===== src/rtl/adder_pkg.sv =====
// Shared definitions for the adder family: default operand width and the
// splitter FSM encoding.
package adder_pkg;

    localparam int WIDTH_DEFAULT = 4;

    typedef enum logic [1:0] {
        IDLE  = 2'd0,
        SHIFT = 2'd1,
        DONE  = 2'd2
    } splitter_state_e;

    // Counter width able to hold 0..width inclusive.
    function automatic int countBits(input int width);
        return (width < 1) ? 1 : $clog2(width + 1);
    endfunction

endpackage


===== src/rtl/full_subtractor_bit.sv =====
// One-bit full subtractor: d = s - a_i - borrow_i, with borrow out.
module full_subtractor_bit (
    input  logic s_i,
    input  logic a_i,
    input  logic borrow_i,
    output logic d_o,
    output logic borrow_o
);

    always_comb begin
        d_o      = s_i ^ a_i ^ borrow_i;
        borrow_o = (~s_i & a_i) | (~(s_i ^ a_i) & borrow_i);
    end

endmodule


===== src/rtl/serial_sum_splitter.sv =====
// Bit-serial recovery of b = sum - a, one bit per clock LSB first, with
// valid/ready on both sides and a flag for results outside WIDTH bits.
module serial_sum_splitter
    import adder_pkg::*;
#(
    parameter int WIDTH = WIDTH_DEFAULT
) (
    input  logic             clk,
    input  logic             rst_n,
    input  logic             in_valid,
    output logic             in_ready,
    input  logic [WIDTH:0]   sum,
    input  logic [WIDTH-1:0] a,
    output logic             out_valid,
    input  logic             out_ready,
    output logic [WIDTH-1:0] b,
    output logic             range_err
);

    localparam int CW = countBits(WIDTH);
    localparam logic [CW-1:0] LAST_BIT = CW'(WIDTH);

    splitter_state_e  state_q;
    logic [CW-1:0]    bitCount_q;
    logic [WIDTH:0]   sumShift_q;
    logic [WIDTH-1:0] addShift_q;
    logic [WIDTH:0]   result_q;
    logic             borrow_q;
    logic             outValid_q;
    logic [WIDTH-1:0] b_q;
    logic             rangeErr_q;

    logic             diff_d;
    logic             borrow_d;

    // The addend register shifts in zeros, so bit WIDTH of a reads as 0.
    full_subtractor_bit u_cell (
        .s_i      (sumShift_q[0]),
        .a_i      (addShift_q[0]),
        .borrow_i (borrow_q),
        .d_o      (diff_d),
        .borrow_o (borrow_d)
    );

    always_ff @(posedge clk) begin
        if (!rst_n) begin
            state_q    <= IDLE;
            bitCount_q <= '0;
            sumShift_q <= '0;
            addShift_q <= '0;
            result_q   <= '0;
            borrow_q   <= 1'b0;
            outValid_q <= 1'b0;
            b_q        <= '0;
            rangeErr_q <= 1'b0;
        end else begin
            case (state_q)
                IDLE: begin
                    if (in_valid) begin
                        sumShift_q <= sum;
                        addShift_q <= a;
                        result_q   <= '0;
                        borrow_q   <= 1'b0;
                        bitCount_q <= '0;
                        state_q    <= SHIFT;
                    end
                end
                SHIFT: begin
                    sumShift_q <= sumShift_q >> 1;
                    addShift_q <= addShift_q >> 1;
                    result_q   <= {diff_d, result_q[WIDTH:1]};
                    borrow_q   <= borrow_d;
                    bitCount_q <= bitCount_q + CW'(1);
                    // On the final bit, the low WIDTH result bits are already in result_q[WIDTH:1].
                    if (bitCount_q == LAST_BIT) begin
                        b_q        <= result_q[WIDTH:1];
                        rangeErr_q <= borrow_d | diff_d;
                        outValid_q <= 1'b1;
                        state_q    <= DONE;
                    end
                end
                DONE: begin
                    if (out_ready) begin
                        outValid_q <= 1'b0;
                        state_q    <= IDLE;
                    end
                end
                default: begin
                    outValid_q <= 1'b0;
                    state_q    <= IDLE;
                end
            endcase
        end
    end

    assign in_ready  = (state_q == IDLE);
    assign out_valid = outValid_q;
    assign b         = b_q;
    assign range_err = rangeErr_q;

endmodule


===== config.mk =====
export PLATFORM = sky130hd
export DESIGN_NAME = serial_sum_splitter
export DESIGN_NICKNAME = d
export VERILOG_FILES = /design/src/rtl/adder_pkg.sv /design/src/rtl/full_subtractor_bit.sv /design/src/rtl/serial_sum_splitter.sv
export SDC_FILE = /design/constraint.sdc
export NUM_CORES = 1
export LEC_CHECK = 0
export CORE_AREA = 2 2 56 58
export CTS_CLUSTER_DIAMETER = 40
export DETAILED_ROUTE_END_ITERATION = 10
export DIE_AREA = 0 0 58 60
export GPL_ROUTABILITY_DRIVEN = 1
export PLACE_DENSITY = 0.63
export SETUP_SLACK_MARGIN = 0.15
export SYNTH_ARGS = -nofsm -noshare
export SYNTH_HDL_FRONTEND = slang
export SYNTH_SLANG_ARGS = --single-unit

===== constraint.sdc =====
create_clock -name clk -period 2.17 [get_ports clk]
set_clock_uncertainty 0.2 [all_clocks]
set_input_delay 0.434 -clock clk [delete_from_list [all_inputs] [get_ports clk]]
set_output_delay 0.434 -clock clk [all_outputs]
set_load 0.05 [all_outputs]

======== After elaboration in Yosys (flattened, before gate mapping) ========
Cells that the tools add are included.
word-level totals
  flip-flop bits (word level) ............. 26
  bits in latches ......................... 0
  memory bits (writable) .................. 0
  memory bits (read-only) ................. 0
  input port bits ......................... 13
  output and inout bits ................... 7
  logic and storage cells ................. 48
  memories ................................ 0
operators by class
  add/subtract/negate cells ............... 1
  multiply operators ...................... 0
  divide/modulo/power cells ............... 0
  order comparisons ....................... 0
  equality and inequality tests ........... 6
  shifts and indexed selects .............. 0
  multiplexer cells ....................... 17
  bitwise logic cells ..................... 9
  reduce and logical (&&, ||, !) cells .... 6
operator list
  operator                                                          number
  5-bit one-hot mux with 2 select lines                             2
  5-bit 2-to-1 mux                                                  2
  4-bit one-hot mux with 2 select lines                             1
  2-bit 2-to-1 mux                                                  3
  2-bit != test (second input constant)                             3
  2-bit one-hot mux with 3 select lines                             1
  3-bit one-hot mux with 2 select lines                             1
  3-bit AND reduction                                               2
  4-bit 2-to-1 mux                                                  1
  2-bit AND reduction                                               2
  3-bit by 1-bit adder with 3-bit output (second input constant)    1
  3-bit == test (second input constant)                             1
  1-bit 2-to-1 mux                                                  3
  3-bit 2-to-1 mux                                                  1
  1-bit inverter                                                    3
  1-bit one-hot mux with 3 select lines                             1
  1-bit bitwise AND                                                 2
  2-bit by 1-bit == test with 1-bit output (second input constant)  1
  2-bit == test (second input constant)                             1
  2-bit zero test                                                   1
  1-bit OR                                                          2
  1-bit one-hot mux with 2 select lines                             1
  2-bit nonzero test                                                1
  1-bit bitwise XOR                                                 2

======== Depth between registers and ports, before layout ========
Gate-level depths: netlist (run 1).
  word-level depth ........................ 5
  gate-level depth with buffers ........... 6
  depth with buffers taken out ............ 5

======== Modules after synthesis ========
Synthesis (run 1) repeated with hierarchy kept, for this count alone.
unflattened totals
  cells, all modules ...................... 119
  area, all modules ....................... 1147.4 um^2
modules (own cells, without submodules)
  module               times used  cells an instance  area each (um^2)  sequential area each (um^2)
  serial_sum_splitter  1           115                1116.1            500.5
  full_subtractor_bit  1           4                  31.3              0.0

======== Least setup slack after synthesis (run 1) ========
No wires, ideal clock.
  path kind ............................... register to output
  start ................................... reg state_q[0]
  end ..................................... out in_ready
  arrival time ............................ 1.198 ns
  required time ........................... 1.536 ns
  slack ................................... 0.338 ns
  stages on the path, launching flop included .. 3
  buffers on the path ..................... 1
  path through ............................ dfxtp_1 > buf_2 > nor2_1
on the way
  cells in the longest elaborated chain, start to end .. 1
ends and longest elaborated chain
  what                      RTL line                   RTL
  start: declaration        serial_sum_splitter.sv:23  splitter_state_e state_q;
  start signal: assignment  serial_sum_splitter.sv:47  state_q <= IDLE;
  start signal: assignment  serial_sum_splitter.sv:65  state_q <= SHIFT;
  start signal: assignment  serial_sum_splitter.sv:79  state_q <= DONE;
  2-bit zero test           serial_sum_splitter.sv:96  assign in_ready = (state_q == IDLE);
  end: declaration          serial_sum_splitter.sv:11  output logic in_ready,
No other way between the ends.

======== Worst setup path in the final report (run 1) ========
Ends and elaborated chain as after synthesis.

==> results by group, run 1 <==
Status
  – Status: complete, no violations

Cells and area
  – Layout cell share with drive strength beyond 1: 18.1%
  – Antenna diodes: 0
  – Filler cell count: 301
  – Syn-to-layout area delta: 24.3%
  – Non-filler instance count after layout: 171
  – Layout Nets: 155

Setup path
  – CP cell instances: buf_4 > nor2_2 > buf_12
  – Worst Setup End Kind: output pin
  – Crit path max-delay cell type: dfxtp_2
  – CP max FO: 16
  – Critical path startpoint category: flop
  – CP required: 1540 ps
  – Setup Crit Path Kind: flop to output pin
  – Critical path arrival: 1260 ps
  – Slowest cell delay on critical path: 390 ps

CTS
  – Post-CTS Setup Repair Bufs: 0
  – Worst skew pair latency: 320 ps
  – # clock sinks: 25
  – CTS tree: yes
  – CTS-repair resized insts: 6
  – Clock-pin slew on the worst setup and hold paths: 140 ps
  – CTS hold repair buffers: 0
  – H-Tree Depth: 1
  – Root Buffer: clkbuf_4
  – Num CTS Buffers: 3
  – Maximum root-to-sink buffer count: 2

Power
  – Leakage power: 0.555 nW
  – Max VDD drop: 0.408 mV
  – Pwr/cell area: 617 nW/um^2

Global routing
  – First-pass GRT wire length: 3740 um
  – Gr ovfl total: 0
  – Initial antenna violation count: 0
  – Largest net degree at the start of global routing: 17
  – Total track usage: 14.1%
  – Vias in the first global route: 857

Timing
  – Actual slew at the worst max-slew pin: 553 ps
  – Final setup viols: 0
  – Fmax: 0.528 GHz
  – Fin crit period: 1900 ps
  – Fin crit share: 87.4%
  – TNS Setup: 0 ps
  – Fin. Hold Viols: 0
  – Pins Over Slew Limit: 0
  – Rel. slew slack: 63.1%
  – RSZ-0062 raised after global routing: no

Synthesis
  – Seq/Total Area, Yosys: 46.0%
  – Synth Instances: 117
  – Synthesized area: 1090 um^2
  – Syn. warnings: 0
  – #FFs+latches synth: 25
  – Post-Syn Nets: 133
  – Yosys cell types: 28
  – Syn Area/Cell: 9.30 um^2

Floorplan
  – Core area: 2900 um^2
  – Row count: 20
  – Die ar.: 3480 um^2
  – Ports: 20
  – Die width: 58 um
  – Initial Util: 37.5%
  – Die height: 60 um

Placement
  – Hpwl dp: 1560 um
  – GP Congestion: 0.708
  – Post-Place Cells: 167
  – PortBufs: 19

Route
  – Final WL: 2240 um
  – Post-route DRC: 0
  – Via count: 892
  – Drt wl/cell: 13.1 um
  – Via density: 5.22
  – Number of DRC markers in iteration 0: 33
  – First-pass iteration count of the detailed router: 5
  – Antenna viol nets, final: 0

Flow run
  – MaxCap Viol Count: 0

Worst hold path
  – HP Class: flop to flop
## worst max-delay path, delay by kind of cell (launching register included)
| kind | cells | cell delay [ps] |
|---|---|---|
| flops | 1 | 390 |
| buf+inv | 2 | 360 |
| simple gates | 1 | 190 |
## where the power goes
group          leakage [nW]  switching, mW  total [mW]  internal [mW]
Sequential            0.204         0.0150       0.494          0.479
Clock                0.0177          0.143       0.212         0.0691
Combinational         0.333         0.0608       0.128         0.0674
## cells in the final DEF (no fill, tap or decap)
cell / instances
a21oi_1: 9
a21oi_2: 1
a22oi_1: 6
a311oi_1: 1
a31oi_1: 1
a32oi_1: 2
and4b_1: 1
buf_12: 1
buf_4: 8
clkbuf_4: 3
clkdlybuf4s50_1: 12
clkinv_1: 1
clkinv_2: 1
dfxtp_1: 24
dfxtp_2: 1
dlygate4sd2_1: 5
fa_1: 1
ha_1: 2
inv_1: 4
mux2i_1: 4
nand2_1: 3
nand2b_4: 1
nand3_1: 1
nand3b_1: 1
nor2_1: 23
nor2_2: 2
nor2b_1: 8
o211a_1: 1
o21ai_0: 2
o21bai_1: 1
o221a_2: 7
## stage by stage
stage	cell area, um^2	hold WS (ps)	setup WS, ps	power, mW	utilization, %
finish	1350	290	274	0.834	46.6
global route	1350	311	194	0.883	46.6
CTS	1350	290	202	0.844	46.6
detailed placement	1330	271	278	0.630	45.7
global placement	1330	259	292	0.628	45.7
floorplan	1090	249	338	0.579	-
## registers in the layout, summed over array words and instances, names as in the netlist
register / count
state_q: 2
range_err: 1
b: 4
borrow_q: 1
addShift_q: 4
sumShift_q: 5
result_q: 4
bitCount_q: 3
out_valid: 1
## cell usage after synthesis
cell type	n	area share, %
a21oi_1	9	4.1
a21oi_2	1	0.80
a22oi_1	6	4.1
a311oi_1	1	0.80
a31oi_1	1	0.58
a32oi_1	2	1.6
and4b_1	1	0.92
buf_2	6	2.8
buf_4	1	0.69
buf_6	1	1.0
clkbuf_1	1	0.34
clkinv_1	1	0.34
dfxtp_1	25	46
fa_1	1	1.8
ha_1	2	2.3
inv_1	4	1.4
mux2i_1	4	3.7
nand2_1	3	1.0
nand2b_4	1	1.3
nand3_1	1	0.46
nand3b_1	1	0.69
nor2_1	24	8.3
nor2_2	1	0.58
nor2b_1	8	4.6
o211a_1	1	0.92
o21ai_0	2	0.92
o21bai_1	1	0.69
o221a_2	7	7.2
## area by class of cell
| type | instances | area, um^2 | area share (%) |
|---|---|---|---|
| sequential | 25 | 502 | 37.1 |
| multi-input combinational | 78 | 519 | 38.4 |
| inverter | 5 | 18.8 | 1.39 |
| clock inverter | 1 | 5.00 | 0.370 |
| timing repair buffer | 26 | 244 | 18.0 |
| clock buffer | 3 | 22.5 | 1.67 |
| tap | 33 | 41.3 | 3.05 |
## worst paths after layout
kind | cells after the start | from | endpoint | slack (ps)
max | 3 | state_q[0] | in_ready | 270
min | 2 | bitCount_q[0] | bitCount_q[0] | 290
max reg2reg | 5 | bitCount_q[0] | range_err | 540
min reg2reg | 2 | bitCount_q[0] | bitCount_q[0] | 290
## routing by layer
layer  vias up  routed length (um)  GRT usage [%]  share of wire [%]
met4         0                  16           5.65               0.71
met3         2                 119           4.55                5.3
met1       421                1100           17.4                 49
met5         -                   0              0                  0
li1        450                   -              -                  -
met2        19                1000           22.7                 45
## kinds of logic after synthesis
| family | after synthesis | share of synthesized area (%) |
|---|---|---|
| DFF | 25 | 46.0 |
| and+or+nand+nor | 40 | 17.8 |
| buffers and inverters | 14 | 6.55 |
| adders and majority gates | 3 | 4.14 |
| AOI/OAI and AO/OA | 31 | 21.8 |
| muxes | 4 | 3.68 |
No activity file was read; power rests on OpenSTA's default activity.
==> inputs of run 2 (changes only) <==
--- a/config.mk
+++ b/config.mk
@@ -12,6 +12,7 @@
 export GPL_ROUTABILITY_DRIVEN = 1
 export PLACE_DENSITY = 0.63
 export SETUP_SLACK_MARGIN = 0.15
+export SKIP_LAST_GASP = 1
 export SYNTH_ARGS = -nofsm -noshare
 export SYNTH_HDL_FRONTEND = slang
 export SYNTH_SLANG_ARGS = --single-unit
==> results of run 2 <==
The final DEF is identical to that of run 1; final timing and power are the same.
==> inputs of run 3 (changes only) <==
--- a/config.mk
+++ b/config.mk
@@ -5,12 +5,13 @@
 export SDC_FILE = /design/constraint.sdc
 export NUM_CORES = 1
 export LEC_CHECK = 0
+export CAP_MARGIN = 15
 export CORE_AREA = 2 2 56 58
 export CTS_CLUSTER_DIAMETER = 40
 export DETAILED_ROUTE_END_ITERATION = 10
 export DIE_AREA = 0 0 58 60
 export GPL_ROUTABILITY_DRIVEN = 1
-export PLACE_DENSITY = 0.63
+export PLACE_DENSITY = 0.65
 export SETUP_SLACK_MARGIN = 0.15
 export SKIP_LAST_GASP = 1
 export SYNTH_ARGS = -nofsm -noshare
==> constraint.sdc (replaced) <==
create_clock -name clk -period 1.62 [get_ports clk]
set_clock_uncertainty 0.2 [all_clocks]
set_input_delay 0.324 -clock clk [delete_from_list [all_inputs] [get_ports clk]]
set_output_delay 0.324 -clock clk [all_outputs]
set_load 0.05 [all_outputs]
==> run 3 against run 2 <==
Setup slack worse by 260 ps. Register-to-register slack worse by 450 ps. Cell area up 22%. Non-clock buffer count up 13. Global-route usage up 0.98 points. Power up 43%. Flip-flop and latch count unchanged. Combinational power up 84%. Clock power up 39%. Final cell count up 7.6%. Core utilization up 10 points. Critical endpoint unchanged.
==> results by group, run 3 (synthesized netlist as in run 1, its figures left out) <==
Setup path
  – Setup Crit Path Kind: flop to output pin
  – Crit path max-delay cell type: dfxtp_4
  – Critical path arrival: 1080 ps
  – CP cell instances: buf_6 > nor2_4 > buf_12
  – CP top delay family: flip-flops
  – Levels on crit path: 3
  – Slowest cell delay on critical path: 380 ps
  – CP max FO: 2
  – Crit path launch: state_q[1]
  – CP required: 1100 ps
  – FF-to-FF path depth: 4
  – Worst Setup EP: in_ready
  – WP buf/inv: 2
  – FF-to-FF End: b[1]
  – Worst R2R Setup Slack: 90 ps
  – Critical path startpoint category: flop
  – Worst Setup End Kind: output pin
  – Reg2reg start: state_q[1]

Cells and area
  – Largest register by flop count: sumShift_q
  – Non-filler instance count after layout: 184
  – Most common cell after layout, fill and taps aside: nor2_1
  – Layout cell share with drive strength beyond 1: 43.0%
  – Max reg flops: 5
  – Filler cell count: 264
  – Most frequent cells in the layout: nor2_1 (22), dfxtp_1 (18), buf_4 (13), clkdlybuf4s50_1 (11), a21oi_1 (9)
  – Syn-to-layout area delta: 51.5%
  – Antenna diodes: 0
  – Layout Nets: 168

Timing
  – TNS Setup: 0 ps
  – Fin. Hold Viols: 0
  – Pins Over Slew Limit: 0
  – RSZ-0062 raised after global routing: yes
  – Fin crit share: 99.3%
  – Final setup viols: 0
  – Fin crit period: 1610 ps
  – Rel. slew slack: 78.6%
  – Actual slew at the worst max-slew pin: 321 ps
  – Fmax: 0.622 GHz

Global routing
  – Gr ovfl total: 0
  – Largest net degree at the start of global routing: 16
  – Initial antenna violation count: 0
  – Vias in the first global route: 933
  – Total track usage: 15.1%
  – First-pass GRT wire length: 4060 um

CTS
  – Maximum root-to-sink buffer count: 2
  – Clock-pin slew on the worst setup and hold paths: 150 ps
  – H-Tree Depth: 1
  – Worst skew pair latency: 330 ps
  – CTS hold repair buffers: 0
  – # clock sinks: 25
  – CTS tree: yes
  – Root Buffer: clkbuf_4
  – Num CTS Buffers: 3

Floorplan
  – Die height: 60 um
  – Die ar.: 3480 um^2
  – Core area: 2900 um^2
  – Die width: 58 um
  – Ports: 20
  – Row count: 20
  – Initial Util: 37.5%

Route
  – Antenna viol nets, final: 0
  – Number of DRC markers in iteration 0: 19
  – Post-route DRC: 0
  – Via count: 953
  – First-pass iteration count of the detailed router: 4
  – Drt wl/cell: 14.0 um
  – Final WL: 2570 um
  – Via density: 5.18

Placement
  – Post-Place Cells: 171
  – Hpwl dp: 1630 um
  – GP Congestion: 0.671
  – PortBufs: 19

Worst hold path
  – Worst Min Path Start: range_err
  – HP Class: flop to flop

Power
  – Leakage power: 0.647 nW
  – Pwr/cell area: 722 nW/um^2
  – Max VDD drop: 0.551 mV

Status
  – Status: complete, no violations

Flow run
  – MaxCap Viol Count: 0
==> run 3: worst min-delay path by stage <==
stage / endpoint / cells past startpoint
6_report: range_err / 2
5_1_grt: range_err / 2
4_1_cts: b[0] / 2
3_5_place_dp: bitCount_q[0] / 2
3_3_place_gp: bitCount_q[0] / 2
2_1_floorplan: bitCount_q[0] / 2
==> run 3: per-stage QoR <==
stage	hold WS (ps)	utilization (%)	instance area, um^2	power (mW)	setup slack, ps
after floorplan	249	-	1100	0.777	183
after global placement	263	49.2	1430	0.852	-50.1
after detailed placement	279	49.2	1430	0.854	-88.4
after CTS	326	52.9	1540	1.16	13.9
after global routing	319	56.8	1650	1.25	-40.9
final	297	56.8	1650	1.19	11.3
==> run 3: layer usage <==
layer	routed length [um]	up-vias	GRT usage (%)
met5	0	-	0
li1	-	475	-
met2	1290	25	26.3
met3	120	7	3.03
met4	53	0	6.31
met1	1110	446	18.0
==> run 3: area by class of cell <==
class                   count  area, um^2  share of cell area, %
clock buffers               3        22.5                   1.37
clock inverters             1        7.51                  0.455
inverters                   5        18.8                   1.14
multi-input cells          78         604                   36.6
flip-flops and latches     25         512                   31.0
well taps                  33        41.3                   2.50
repair buffers             39         443                   26.9
==> run 3: repair_timing <==
item / CTS / global route
gates cloned: 0 / 1
gates resized for setup: 12 / 29
buffers inserted: 7 / 1
pin swaps: 3 / 12
setup endpoints to repair: 8 / 25
==> run 3: report_power, final <==
part | internal (mW) | total (mW) | switching (mW)
Clock | 0.0946 | 0.295 | 0.200
Sequential | 0.641 | 0.660 | 0.0187
Combinational | 0.129 | 0.236 | 0.107
Total | 0.864 | 1.19 | 0.326
==> run 3: worst register-to-register path: stages (launching register included) <==
cell and delay, ps:
dfxtp_4 380, buf_4 150, and4b_4 430, mux2i_1 240, nor2_1 60
